<file path="config.mk">
export PLATFORM = sky130hd
export DESIGN_NAME = mem_port_arbiter
export DESIGN_NICKNAME = d
export VERILOG_FILES = /design/src/rtl/mem_port_arbiter_pkg.sv /design/src/rtl/mem_port_arbiter_rr_arb2.sv /design/src/rtl/mem_port_arbiter.sv
export SDC_FILE = /design/constraint.sdc
export NUM_CORES = 1
export LEC_CHECK = 0
export BUFFER_PORTS_ARGS = -buffer_cell sky130_fd_sc_hd__buf_2
export CORE_MARGIN = 10
export CORE_UTILIZATION = 42
export DETAILED_ROUTE_END_ITERATION = 12
export PLACE_DENSITY = 0.86
export SKIP_CTS_REPAIR_TIMING = 1
export SLEW_MARGIN = 5
export SYNTH_ARGS = -nofsm -noshare
export SYNTH_HDL_FRONTEND = slang
export SYNTH_SLANG_ARGS = --single-unit
</file>
<file path="constraint.sdc">
create_clock -name i_clk -period 2.2 [get_ports i_clk]
set_input_delay 0.22 -clock i_clk [delete_from_list [all_inputs] [get_ports i_clk]]
set_output_delay 0.22 -clock i_clk [all_outputs]
set_load 0.005 [all_outputs]
</file>
<file path="src/rtl/mem_port_arbiter_pkg.sv">
// Shared types for the data-memory port arbiter: halt states, port ids and
// access-size encodings.
package mem_port_arbiter_pkg;

   typedef enum logic [1:0] {RUN, DRAIN, HALTED} halt_st_t;

   typedef enum logic {PORT_C = 1'b0, PORT_D = 1'b1} port_t;

   typedef logic [1:0] dtype_t;

   localparam dtype_t BYTE = 2'd0;
   localparam dtype_t HALF = 2'd1;
   localparam dtype_t WORD = 2'd2;

endpackage

</file>
<file path="src/rtl/mem_port_arbiter_rr_arb2.sv">
// Two-way round-robin arbiter. The pointer port wins contention until it has
// taken MAX_BURST back-to-back contended grants, then priority flips.
module rr_arb2
   import mem_port_arbiter_pkg::*;
#(
   parameter int MAX_BURST = 4
) (
   input  logic       clk,
   input  logic       rst_n,
   input  logic [1:0] req,
   input  logic [1:0] mask,
   input  logic       freeze,
   input  logic       resume,
   output logic [1:0] gnt
);

   localparam logic [3:0] BURST_LAST = 4'(MAX_BURST - 1);

   port_t      ptr;
   logic [3:0] burst_cnt;
   logic [1:0] elig;

   assign elig = req & ~mask;

   always_comb begin
      gnt = 2'b00;
      case (elig)
         2'b01:   gnt = 2'b01;
         2'b10:   gnt = 2'b10;
         2'b11:   gnt = (ptr == PORT_C) ? 2'b01 : 2'b10;
         default: gnt = 2'b00;
      endcase
   end

   // Under contention the pointer port is always the one granted, so the
   // count only needs to track contended grants to the pointer port.
   always_ff @(posedge clk or negedge rst_n) begin
      if (!rst_n) begin
         ptr       <= PORT_C;
         burst_cnt <= '0;
      end else if (resume) begin
         ptr       <= PORT_C;
         burst_cnt <= '0;
      end else if (freeze) begin
         burst_cnt <= '0;
      end else if (elig == 2'b11) begin
         if (burst_cnt == BURST_LAST) begin
            ptr       <= (ptr == PORT_C) ? PORT_D : PORT_C;
            burst_cnt <= '0;
         end else begin
            burst_cnt <= burst_cnt + 4'd1;
         end
      end else if (elig != 2'b00) begin
         burst_cnt <= '0;
      end
   end

endmodule

</file>
<file path="src/rtl/mem_port_arbiter.sv">
// Shares the core LSU memory port with a debug master: round-robin arbitration,
// 1-cycle read return routing and a halt sequencer for exclusive debug access.
module mem_port_arbiter
   import mem_port_arbiter_pkg::*;
#(
   parameter int MAX_BURST = 4,
   parameter int AW        = 32,
   parameter int DW        = 32
) (
   input  logic          i_clk,
   input  logic          i_rst_n,
   input  logic          i_c_req,
   input  logic          i_c_wren,
   input  logic [AW-1:0] i_c_addr,
   input  logic [DW-1:0] i_c_wdata,
   input  logic [1:0]    i_c_type,
   input  logic          i_c_unsigned,
   output logic          o_c_gnt,
   output logic          o_c_rvld,
   output logic [DW-1:0] o_c_rdata,
   input  logic          i_d_req,
   input  logic          i_d_wren,
   input  logic [AW-1:0] i_d_addr,
   input  logic [DW-1:0] i_d_wdata,
   input  logic [1:0]    i_d_type,
   input  logic          i_d_unsigned,
   output logic          o_d_gnt,
   output logic          o_d_rvld,
   output logic [DW-1:0] o_d_rdata,
   input  logic          i_dbg_halt,
   output logic          o_c_halted,
   output logic          o_mem_en,
   output logic          o_mem_wren,
   output logic [AW-1:0] o_mem_addr,
   output logic [DW-1:0] o_mem_wdata,
   output logic [1:0]    o_mem_type,
   output logic          o_mem_unsigned,
   input  logic [DW-1:0] i_mem_rdata
);

   // Field widths follow the module parameters, so the request layout is local.
   typedef struct packed {
      logic          wren;
      logic [AW-1:0] addr;
      logic [DW-1:0] wdata;
      dtype_t        dtype;
      logic          uns;
   } req_t;

   halt_st_t      state;
   logic          rd_pend;
   port_t         rd_owner;
   logic [1:0]    req, mask, gnt;
   logic          c_block, resume;
   req_t          c_req_s, d_req_s, sel;
   logic [DW-1:0] c_rdata_q, d_rdata_q;

   // Core is held off from the cycle halt rises until the cycle after RUN resumes.
   assign c_block = (state != RUN) || i_dbg_halt;
   assign resume  = (state != RUN) && !i_dbg_halt;
   assign req     = {i_d_req, i_c_req};
   assign mask    = {~i_rst_n, ~i_rst_n | c_block};

   rr_arb2 #(.MAX_BURST(MAX_BURST)) u_arb (
      .clk    (i_clk),
      .rst_n  (i_rst_n),
      .req    (req),
      .mask   (mask),
      .freeze (state == HALTED),
      .resume (resume),
      .gnt    (gnt)
   );

   assign c_req_s = {i_c_wren, i_c_addr, i_c_wdata, i_c_type, i_c_unsigned};
   assign d_req_s = {i_d_wren, i_d_addr, i_d_wdata, i_d_type, i_d_unsigned};

   always_comb begin
      sel = '0;
      if (gnt[0])      sel = c_req_s;
      else if (gnt[1]) sel = d_req_s;
   end

   assign o_c_gnt        = gnt[0];
   assign o_d_gnt        = gnt[1];
   assign o_mem_en       = |gnt;
   assign o_mem_wren     = sel.wren;
   assign o_mem_addr     = sel.addr;
   assign o_mem_wdata    = sel.wdata;
   assign o_mem_type     = sel.dtype;
   assign o_mem_unsigned = sel.uns;

   always_ff @(posedge i_clk or negedge i_rst_n) begin
      if (!i_rst_n) begin
         rd_pend   <= 1'b0;
         rd_owner  <= PORT_C;
         c_rdata_q <= '0;
         d_rdata_q <= '0;
      end else begin
         rd_pend <= o_mem_en && !sel.wren;
         if (o_mem_en) rd_owner <= gnt[1] ? PORT_D : PORT_C;
         c_rdata_q <= o_c_rdata;
         d_rdata_q <= o_d_rdata;
      end
   end

   assign o_c_rvld  = rd_pend && (rd_owner == PORT_C);
   assign o_d_rvld  = rd_pend && (rd_owner == PORT_D);
   assign o_c_rdata = o_c_rvld ? i_mem_rdata : c_rdata_q;
   assign o_d_rdata = o_d_rvld ? i_mem_rdata : d_rdata_q;

   always_ff @(posedge i_clk or negedge i_rst_n) begin
      if (!i_rst_n) begin
         state      <= RUN;
         o_c_halted <= 1'b0;
      end else begin
         case (state)
            RUN: if (i_dbg_halt) state <= DRAIN;
            DRAIN: begin
               if (!i_dbg_halt) begin
                  state <= RUN;
               end else if (!rd_pend || rd_owner == PORT_D) begin
                  state      <= HALTED;
                  o_c_halted <= 1'b1;
               end
            end
            HALTED: begin
               if (!i_dbg_halt) begin
                  state      <= RUN;
                  o_c_halted <= 1'b0;
               end
            end
            default: begin
               state      <= RUN;
               o_c_halted <= 1'b0;
            end
         endcase
      end
   end

endmodule

</file>
==> flow_summary.json, run 1 <==
{
  "status": "finished with violations",
  "violations": "setup timing",
  "clkSinkCount": 74,
  "io_buffers": 310,
  "clock-root-buffer": "clkbuf_8",
  "critPathRequiredTime_ps": 1980,
  "crit_family": "simple AND/OR/NAND/NOR gates",
  "grt_setup_unrepaired": "true",
  "drc": 0,
  "worstPathCellList": "or4b_4 > buf_4 > o211ai_1 > a21boi_2 > buf_2",
  "drtAntennaViolNets": 0,
  "hp-class": "in -> reg",
  "timing.final.crit_share_pct": 106,
  "power_frac_seq_pct": 39.5,
  "p_clk_share_pct": 22.1,
  "setup_slack_ps": -132,
  "p_sw_uw": 1620,
  "die_x_um": 124,
  "grt_pass1_wl_mm": 28.9,
  "critPathKind": "reg -> out",
  "cp_num_buf_inv": 2,
  "dp_hpwl_mm": 15.7,
  "leakage_uw": 0.00316,
  "cp_slowest_cell": "or4b_4",
  "gp_congestion": 1.01,
  "overflow": 0,
  "fmax_ghz": 0.429,
  "maxSlewViolCount": 0,
  "ys_ff_latch": 74,
  "finClkSkew_ps": 5.55,
  "clock_latency_ps": 350,
  "clk_pin_slew_worst_paths_ps": 80,
  "p_comb_share_pct": 38.5,
  "design_power_total_uw": 4960,
  "cpPeakStageDelay_ps": 640,
  "place_area_um2": 6200,
  "firstDrtPassIters": 7,
  "ioPinCount": 311,
  "drt_iter0_markers": 582,
  "internal-power_uw": 3350,
  "vias": 5021,
  "fin_nets": 910,
  "power_density_nw_per_um2": 753,
  "arrival_ps": 2110,
  "start_kind": "flop",
  "max-cap-violations": 0,
  "ys_types": 36,
  "fin_area_um2": 6590,
  "areaGrowthSynthToFinish_pct": 45.5,
  "synthCells": 443,
  "finalWirelength_mm": 20.6,
  "fp.coreArea_um2": 10400,
  "antenna_found_initial": 4,
  "fillCellCount": 846,
  "rows": 37,
  "grt_usage_pct": 24.1,
  "setup_viol": 67,
  "yosysWarnings": 0,
  "drive_gt1_share_pct": 58.0,
  "dieArea_um2": 15300,
  "end_kind": "output pin",
  "htree_levels": 3,
  "wl_per_cell_um": 23.3,
  "worstMarginPinSlew_ps": 767,
  "syn_nets": 617,
  "grt_max_degree": 73,
  "synth_area_um2": 4530,
  "clockBufferDepth": 2,
  "final.min_clock_period_ps": 2330,
  "syn_avg_cell_area_um2": 10.2,
  "peakVddDrop_uv": 1020,
  "initial_core_util_pct": 43.5,
  "ys_seq_area_share_pct": 40.9,
  "switching_share_pct": 32.6,
  "crit_path_max_fanout": 6,
  "whs_ps": 122,
  "die_y_um": 124,
  "tritoncts": "yes",
  "slew_headroom_pct": 48.9,
  "numCtsBuffers": 9,
  "hold_viol_final": 0,
  "viasPerCell": 5.69,
  "grt_pass1_vias": 5094
}
==> final timing paths <==
path                                 startpoint        endpoint  slack (ps)  cells after the start
min in group asynchronous               i_rst_n      o_c_halted         300                      2
max in group asynchronous               i_rst_n   d_rdata_q[10]         850                      3
worst min-delay path            i_mem_rdata[19]   d_rdata_q[19]         120                      2
worst min register to register    c_rdata_q[30]   c_rdata_q[30]         500                      1
worst max-delay path                   state[0]  o_mem_addr[10]        -130                      5
worst max register to register         state[0]       u_arb.ptr         200                      5
==> power by group through the flow <==
stage	logic (uW)	clock network, uW	registers (uW)
floorplan	904	0	1910
global placement	1770	0	1930
detailed placement	1860	0	1980
CTS	1870	1110	1960
global route	2080	1180	2000
finish	1910	1100	1960
==> flip-flops by register name, summed over array words and instances, names as in the netlist <==
signal	count
rd_owner	1
d_rdata_q	32
o_c_halted	1
rd_pend	1
state	2
c_rdata_q	32
u_arb.ptr	1
u_arb.burst_cnt	4
==> routing by layer <==
metal	vias to the layer above	track usage [%]	routed length, um	part of all wire, %
li1	2263	-	-	-
met1	2400	25.6	7190	35
met2	309	42.1	10400	51
met3	49	8.37	2260	11
met4	0	11.2	684	3.3
met5	-	0	0	0
==> through the flow <==
| step | setup WS, ps | instances | TNS [ps] | util (%) |
|---|---|---|---|---|
| 2_1_floorplan | 433 | 443 | 0 | - |
| 3_3_place_gp | 215 | 851 | 0 | 59.5 |
| 3_5_place_dp | 227 | 851 | 0 | 59.5 |
| 4_1_cts | -189 | 867 | -7400 | 61.5 |
| 5_1_grt | -200 | 881 | -8500 | 63.2 |
| 6_report | -132 | 882 | -3180 | 63.2 |
==> cell type report <==
type                    instances  area (um^2)  share of cell area [%]
inverters                       3         11.3                   0.171
clock inverters                 7         83.8                    1.27
well taps                     136          170                    2.58
repair buffers                335         1880                    28.5
diodes                          5         12.5                   0.190
clock buffers                   9          124                    1.88
multi-input cells             313         2450                    37.2
flip-flops and latches         74         1860                    28.2
==> layout by cell type, fill, tap and decap left out, types with 3 or more instances in the layout <==
master / netlist / layout
buf_6: 5 / 3
nand2b_1: 5 / 4
a22o_1: 3 / 3
clkbuf_8: 0 / 9
inv_1: 3 / 3
a21oi_1: 3 / 3
diode_2: 0 / 5
nand3_2: 0 / 3
a21boi_1: 13 / 52
nor2_1: 4 / 4
o211ai_1: 68 / 68
a21boi_0: 57 / 16
nand3_1: 69 / 66
nand2_1: 5 / 4
buf_4: 3 / 13
buf_12: 0 / 7
dfrtp_2: 0 / 3
dfrtp_1: 74 / 71
buf_2: 6 / 309
mux2_2: 64 / 64
==> cell usage after synthesis <==
library cell / number / share of area, %
dfrtp_1: 74 / 41
nand3_1: 69 / 7.6
o211ai_1: 68 / 11
mux2_2: 64 / 16
a21boi_0: 57 / 9.5
clkbuf_1: 36 / 3.0
a21boi_1: 13 / 2.2
buf_2: 6 / 0.66
buf_6: 5 / 1.2
nand2_1: 5 / 0.41
nand2b_1: 5 / 0.69
buf_1: 4 / 0.33
nor2_1: 4 / 0.33
a21oi_1: 3 / 0.33
a22o_1: 3 / 0.58
buf_4: 3 / 0.50
inv_1: 3 / 0.25
nand3b_1: 2 / 0.33
nor2b_1: 2 / 0.28
a221o_1: 1 / 0.22
a31oi_1: 1 / 0.14
and3_1: 1 / 0.14
clkbuf_2: 1 / 0.11
ha_1: 1 / 0.28
mux2i_1: 1 / 0.22
nor4_1: 1 / 0.14
nor4_4: 1 / 0.47
nor4b_4: 1 / 0.52
o211a_1: 1 / 0.22
o21a_1: 1 / 0.17
o21ai_0: 1 / 0.11
o21ba_2: 1 / 0.22
o21bai_1: 1 / 0.17
o22ai_1: 1 / 0.14
or4b_4: 1 / 0.30
xnor2_1: 1 / 0.19
==> worst reg2reg max path, cell delays in order (launching register included) <==
cell and delay (ps):
dfrtp_2 450, or4b_4 640, clkbuf_16 210, buf_4 150, nor4_4 270, mux2i_1 210
==> kinds of logic after synthesis <==
family	share of synthesized area [%]
AO/OA/AOI/OAI	25.2
XOR/XNOR	0.193
adder cells (fa/ha/maj)	0.276
buffers and inverters	6.08
flip-flops	40.9
multiplexers	16.1
AND/OR/NAND/NOR	11.2
Note: power is estimated with default switching activity, not from simulation.
==> inputs of run 2 (changes only) <==
- CORE_UTILIZATION: 42 -> 38
- GPL_TIMING_DRIVEN: not set -> 0
- PLACE_DENSITY: 0.86 -> 0.82
- clock period: 2.2 -> 1.94 ns (I/O delays scaled with it)
==> run 2 against run 1 <==
  * The run ends with hold timing, setup timing left
  * Die area rose by 8.8%
  * Worst hold slack got worse by 270 ps
  * Clock power rose by 56%
  * Register-to-register slack got worse by 100 ps
  * Largest cell class unchanged
  * Sequential share of layout area fell by 0.79 points
  * Non-clock buffer count rose by 38
  * Clock-buffer cell count rose by 2
  * Cell count rose by 5.0%
  * Final area rose by 2.8%
  * Sequential cell count did not move
  * Global-route usage fell by 2.7 points
==> flow_summary.json, run 2 (same netlist as run 1, synthesis figures left out) <==
{
  "timing.final.crit_share_pct": 121,
  "clock-root-buffer": "clkbuf_16",
  "regToRegEndpoint": "u_arb.burst_cnt[2]",
  "worstPathCellList": "buf_6 > or4b_4 > buf_12 > buf_4 > o211ai_1 > a21boi_1 > buf_2",
  "largestRegisters": "c_rdata_q x32, d_rdata_q x32, u_arb.burst_cnt x4",
  "clockBufferDepth": 2,
  "clk_pin_slew_worst_paths_ps": 50,
  "max-cap-violations": 0,
  "maxSlewViolCount": 0,
  "tritoncts": "yes",
  "numCtsBuffers": 9,
  "layout_commonest_cell": "buf_2",
  "die_x_um": 129,
  "critPathKind": "reg -> out",
  "end_kind": "output pin",
  "cp_slowest_cell": "or4b_4",
  "finalWirelength_mm": 19.2,
  "dp_hpwl_mm": 15.4,
  "areaGrowthSynthToFinish_pct": 49.6,
  "clkSinkCount": 74,
  "power_density_nw_per_um2": 891,
  "wl_per_cell_um": 20.7,
  "peakVddDrop_uv": 1030,
  "drive_gt1_share_pct": 56.5,
  "overflow": 0,
  "leakage_uw": 0.00329,
  "die_y_um": 129,
  "ioPinCount": 311,
  "antenna_found_initial": 10,
  "utilization_pct": 58.6,
  "worstMarginPinSlew_ps": 789,
  "dpl_worst_slack_ps": -374,
  "start_kind": "flop",
  "dp_cells": 895,
  "grt_setup_unrepaired": "true",
  "hp-class": "in -> async",
  "gp_congestion": 0.978,
  "clock_latency_ps": 330,
  "setup_slack_ps": -408,
  "io_buffers": 308,
  "fin_nets": 946,
  "cpPeakStageDelay_ps": 550,
  "firstDrtPassIters": 5,
  "fmax_ghz": 0.426,
  "arrival_ps": 2150,
  "crit_path_max_fanout": 10,
  "drtAntennaViolNets": 0,
  "critPathRequiredTime_ps": 1750,
  "vias": 4997,
  "grt_pass1_vias": 5079,
  "viasPerCell": 5.40,
  "violations": "hold timing, setup timing",
  "area.sequential_um2": 1850,
  "final_cell_mix": "310 x buf_2, 72 x dfrtp_1, 69 x nand3_1",
  "rows": 39,
  "rrSetupSlack_ps": 100,
  "initial_core_util_pct": 39.2,
  "drt_iter0_markers": 308,
  "fillCellCount": 1044,
  "drc": 0,
  "whs_ps": -151,
  "grt_usage_pct": 21.4,
  "final.min_clock_period_ps": 2350,
  "reg2reg_from": "state[0]",
  "status": "finished with violations",
  "multi_input_area_um2": 2420,
  "grt_pass1_wl_mm": 28.3,
  "stdcell_count": 926,
  "finClkSkew_ps": 4.43,
  "slew_headroom_pct": 47.2,
  "reg2reg_depth": 6,
  "htree_levels": 3,
  "dieArea_um2": 16700,
  "grt_max_degree": 59,
  "design_power_total_uw": 6030,
  "fp.coreArea_um2": 11600,
  "crit_family": "buffers and inverters",
  "cp_num_buf_inv": 4,
  "setup_viol": 69,
  "hold_viol_final": 56
}
==> run 2: changes by cell type in the layout (fill, tap and decap cells not counted), moves of 6 or more <==
cell	previous run	this run
a21boi_0	16	5
a21boi_1	52	65
buf_12	7	1
clkbuf_1	0	22
clkbuf_16	2	10
clkbuf_2	0	14
clkbuf_8	9	1
==> run 2: power breakdown <==
part | leakage (uW) | total, uW | switching [uW] | internal, uW
Combinational | 0.00227 | 2110 | 982 | 1130
Clock | 0.000152 | 1720 | 577 | 1140
Sequential | 0.000872 | 2200 | 136 | 2060
Total | 0.00329 | 6030 | 1700 | 4340
==> run 2: per-layer routing <==
| layer | GRT usage [%] | wire, um |
|---|---|---|
| met3 | 9.62 | 2330 |
| met4 | 11.6 | 821 |
| met2 | 35.1 | 8900 |
| met1 | 22.8 | 7070 |
| met5 | 0 | 34 |
==> run 2: area by class of cell <==
type	count	area share, %
diodes	8	0.296
plain buffers	53	4.54
clock buffers	11	3.58
clock inverters	3	0.960
inverters	3	0.166
multi-input cells	311	35.7
flip-flops and latches	74	27.4
well taps	143	2.64
repair buffers	320	24.8
==> run 2: worst max path at each step <==
stage	start	end	cells past startpoint
6_report	state[0]	o_mem_wdata[28]	7
4_1_cts	state[1]	o_mem_wdata[9]	5
5_1_grt	state[0]	o_mem_addr[1]	7
2_1_floorplan	state[0]	o_mem_addr[10]	6
3_3_place_gp	i_rst_n	o_mem_addr[4]	5
3_5_place_dp	i_rst_n	o_mem_addr[4]	6
==> run 2: metrics by stage <==
stage | TNS [ps] | area [um^2]
floorplan | 0 | 4530
global placement | -68240 | 6250
detailed placement | -18850 | 6280
CTS | -55630 | 6590
global route | -27590 | 6770
finish | -22750 | 6770
==> inputs of run 3 (changes only) <==
- MAX_ROUTING_LAYER: not set -> met4
==> run 3 against run 2 <==
  * The flow still finishes with violations (hold timing, setup timing)
  * Non-clock buffer count down 8
  * Cell count shrank 0.65%
  * Combinational power hardly changed
  * Routed wire length up 0.73%
  * Power is 1.5% higher
  * Sequential cell count unchanged
  * Register-to-register slack gained 70 ps
  * Utilization decreased by 0.40 points
  * Sequential share of layout area grew 0.19 points
  * Sequential power about the same
  * Final area shrank 0.68%
  * Via count is 0.14% higher
  * Largest cell class unchanged
==> flow_summary.json, run 3 (same netlist as run 1, synthesis figures left out) <==
{
  "clkSinkCount": 74,
  "slew_headroom_pct": 46.9,
  "drc": 0,
  "reg2reg_from": "state[0]",
  "dieArea_um2": 16700,
  "arrival_ps": 2100,
  "hp-class": "in -> async",
  "cp_num_buf_inv": 4,
  "die_y_um": 129,
  "gp_congestion": 0.992,
  "timing.final.crit_share_pct": 118,
  "htree_levels": 3,
  "rows": 39,
  "setup_viol": 69,
  "drtAntennaViolNets": 0,
  "grtUsageMet1_pct": 24.4,
  "regToRegEndpoint": "u_arb.ptr",
  "place_area_um2": 6280,
  "whs_ps": -155,
  "firstDrtPassIters": 6,
  "die_x_um": 129,
  "gr-usage-met2_pct": 36.8,
  "crit_family": "buffers and inverters",
  "grt_pass1_wl_mm": 28.6,
  "busiest_layer": "met2",
  "clockBufferDepth": 2,
  "drive_gt1_share_pct": 56.3,
  "grt_max_degree": 59,
  "final.min_clock_period_ps": 2290,
  "dpl_worst_slack_ps": -372,
  "wl_per_cell_um": 21.0,
  "hold_viol_final": 56,
  "viasPerCell": 5.44,
  "tns_ps": -20500,
  "dp_hpwl_mm": 15.5,
  "setup_slack_ps": -352,
  "status": "finished with violations",
  "fin_area_um2": 6730,
  "largestRegisters": "c_rdata_q x32, d_rdata_q x32, u_arb.burst_cnt x4",
  "vias": 5004,
  "tritoncts": "yes",
  "power_density_nw_per_um2": 910,
  "violations": "hold timing, setup timing",
  "layout_commonest_cell": "buf_2",
  "overflow": 0,
  "maxSlewViolCount": 0,
  "start_kind": "flop",
  "fp.coreArea_um2": 11600,
  "reg2reg_depth": 6,
  "finClkSkew_ps": 4.45,
  "final_cell_mix": "310 x buf_2, 72 x dfrtp_1, 69 x nand3_1, 69 x a21boi_1, 68 x o211ai_1",
  "worstMarginPinSlew_ps": 794,
  "worstPathCellList": "buf_6 > or4b_4 > buf_12 > buf_6 > o211ai_1 > a21boi_1 > buf_2",
  "clock_latency_ps": 330,
  "peakVddDrop_uv": 1230,
  "startpoint": "state[0]",
  "clk_pin_slew_worst_paths_ps": 50,
  "fmax_ghz": 0.436,
  "io_buffers": 308,
  "critical_path.most_common_cell": "buf_6",
  "clock-root-buffer": "clkbuf_16",
  "ioPinCount": 311,
  "numCtsBuffers": 9,
  "grt_pass1_vias": 5179,
  "path_depth": 7,
  "critPathRequiredTime_ps": 1750,
  "rrSetupSlack_ps": 170,
  "drt_iter0_markers": 233,
  "max-cap-violations": 0,
  "grt_usage_pct": 22.3,
  "grt_setup_unrepaired": "true",
  "end_kind": "output pin",
  "gr-usage-met3_pct": 7.26,
  "cp_slowest_cell": "or4b_4",
  "crit_path_max_fanout": 10,
  "fin_nets": 938,
  "antenna_found_initial": 9,
  "leakage_uw": 0.00326,
  "areaGrowthSynthToFinish_pct": 48.6,
  "finalWirelength_mm": 19.3,
  "utilization_pct": 58.2,
  "critPathKind": "reg -> out",
  "setup.worst_path.end": "o_mem_addr[17]",
  "cpPeakStageDelay_ps": 520,
  "initial_core_util_pct": 39.2
}
[run 3: cell type report]
type | count | area, um^2
tap | 143 | 179
buffer | 53 | 318
antenna | 9 | 22.5
fill | 1013 | 4840
sequential | 74 | 1850
clock buffer | 11 | 253
clock inverter | 4 | 73.8
timing repair buffer | 312 | 1600
inverter | 3 | 11.3
multi-input combinational | 311 | 2420
[run 3: worst min-delay path by stage]
stage                     cells after the start           start  slack (ps)             to
after global routing                          2         i_rst_n        -120  d_rdata_q[20]
after detailed placement                      1         i_rst_n          90  c_rdata_q[23]
after global placement                        2  i_mem_rdata[3]         460   c_rdata_q[3]
after floorplan                               0         i_rst_n        -100   c_rdata_q[0]
final                                         2         i_rst_n        -160  d_rdata_q[20]
after CTS                                     1         i_rst_n        -260  d_rdata_q[26]
[run 3: stage by stage]
stage	hold WS (ps)	cells	power, uW
floorplan	-102	443	3200
global placement	458	894	4200
detailed placement	91.5	895	4300
CTS	-263	910	6150
global route	-124	920	6470
finish	-155	920	6120
[run 3: power by group]
group	leakage [uW]	internal, uW	switching, uW
sequential	0.000872	2060	148
combinational	0.00222	1110	1000
clock	0.000162	1190	611
total	0.00326	4370	1760
[run 3: worst register-to-register path, stage by stage (launching register included)]
cell,delay (ps)
dfrtp_1,370
buf_6,140
or4b_4,520
buf_12,170
buf_4,140
nor4_4,140
mux2i_1,220
[run 3: routing by layer]
metal,wire (um),vias to the layer above,share of wire [%]
met5,0,-,0
met4,616,0,3.2
met3,1880,35,9.7
met2,9260,273,48
met1,7540,2362,39
li1,-,2334,-
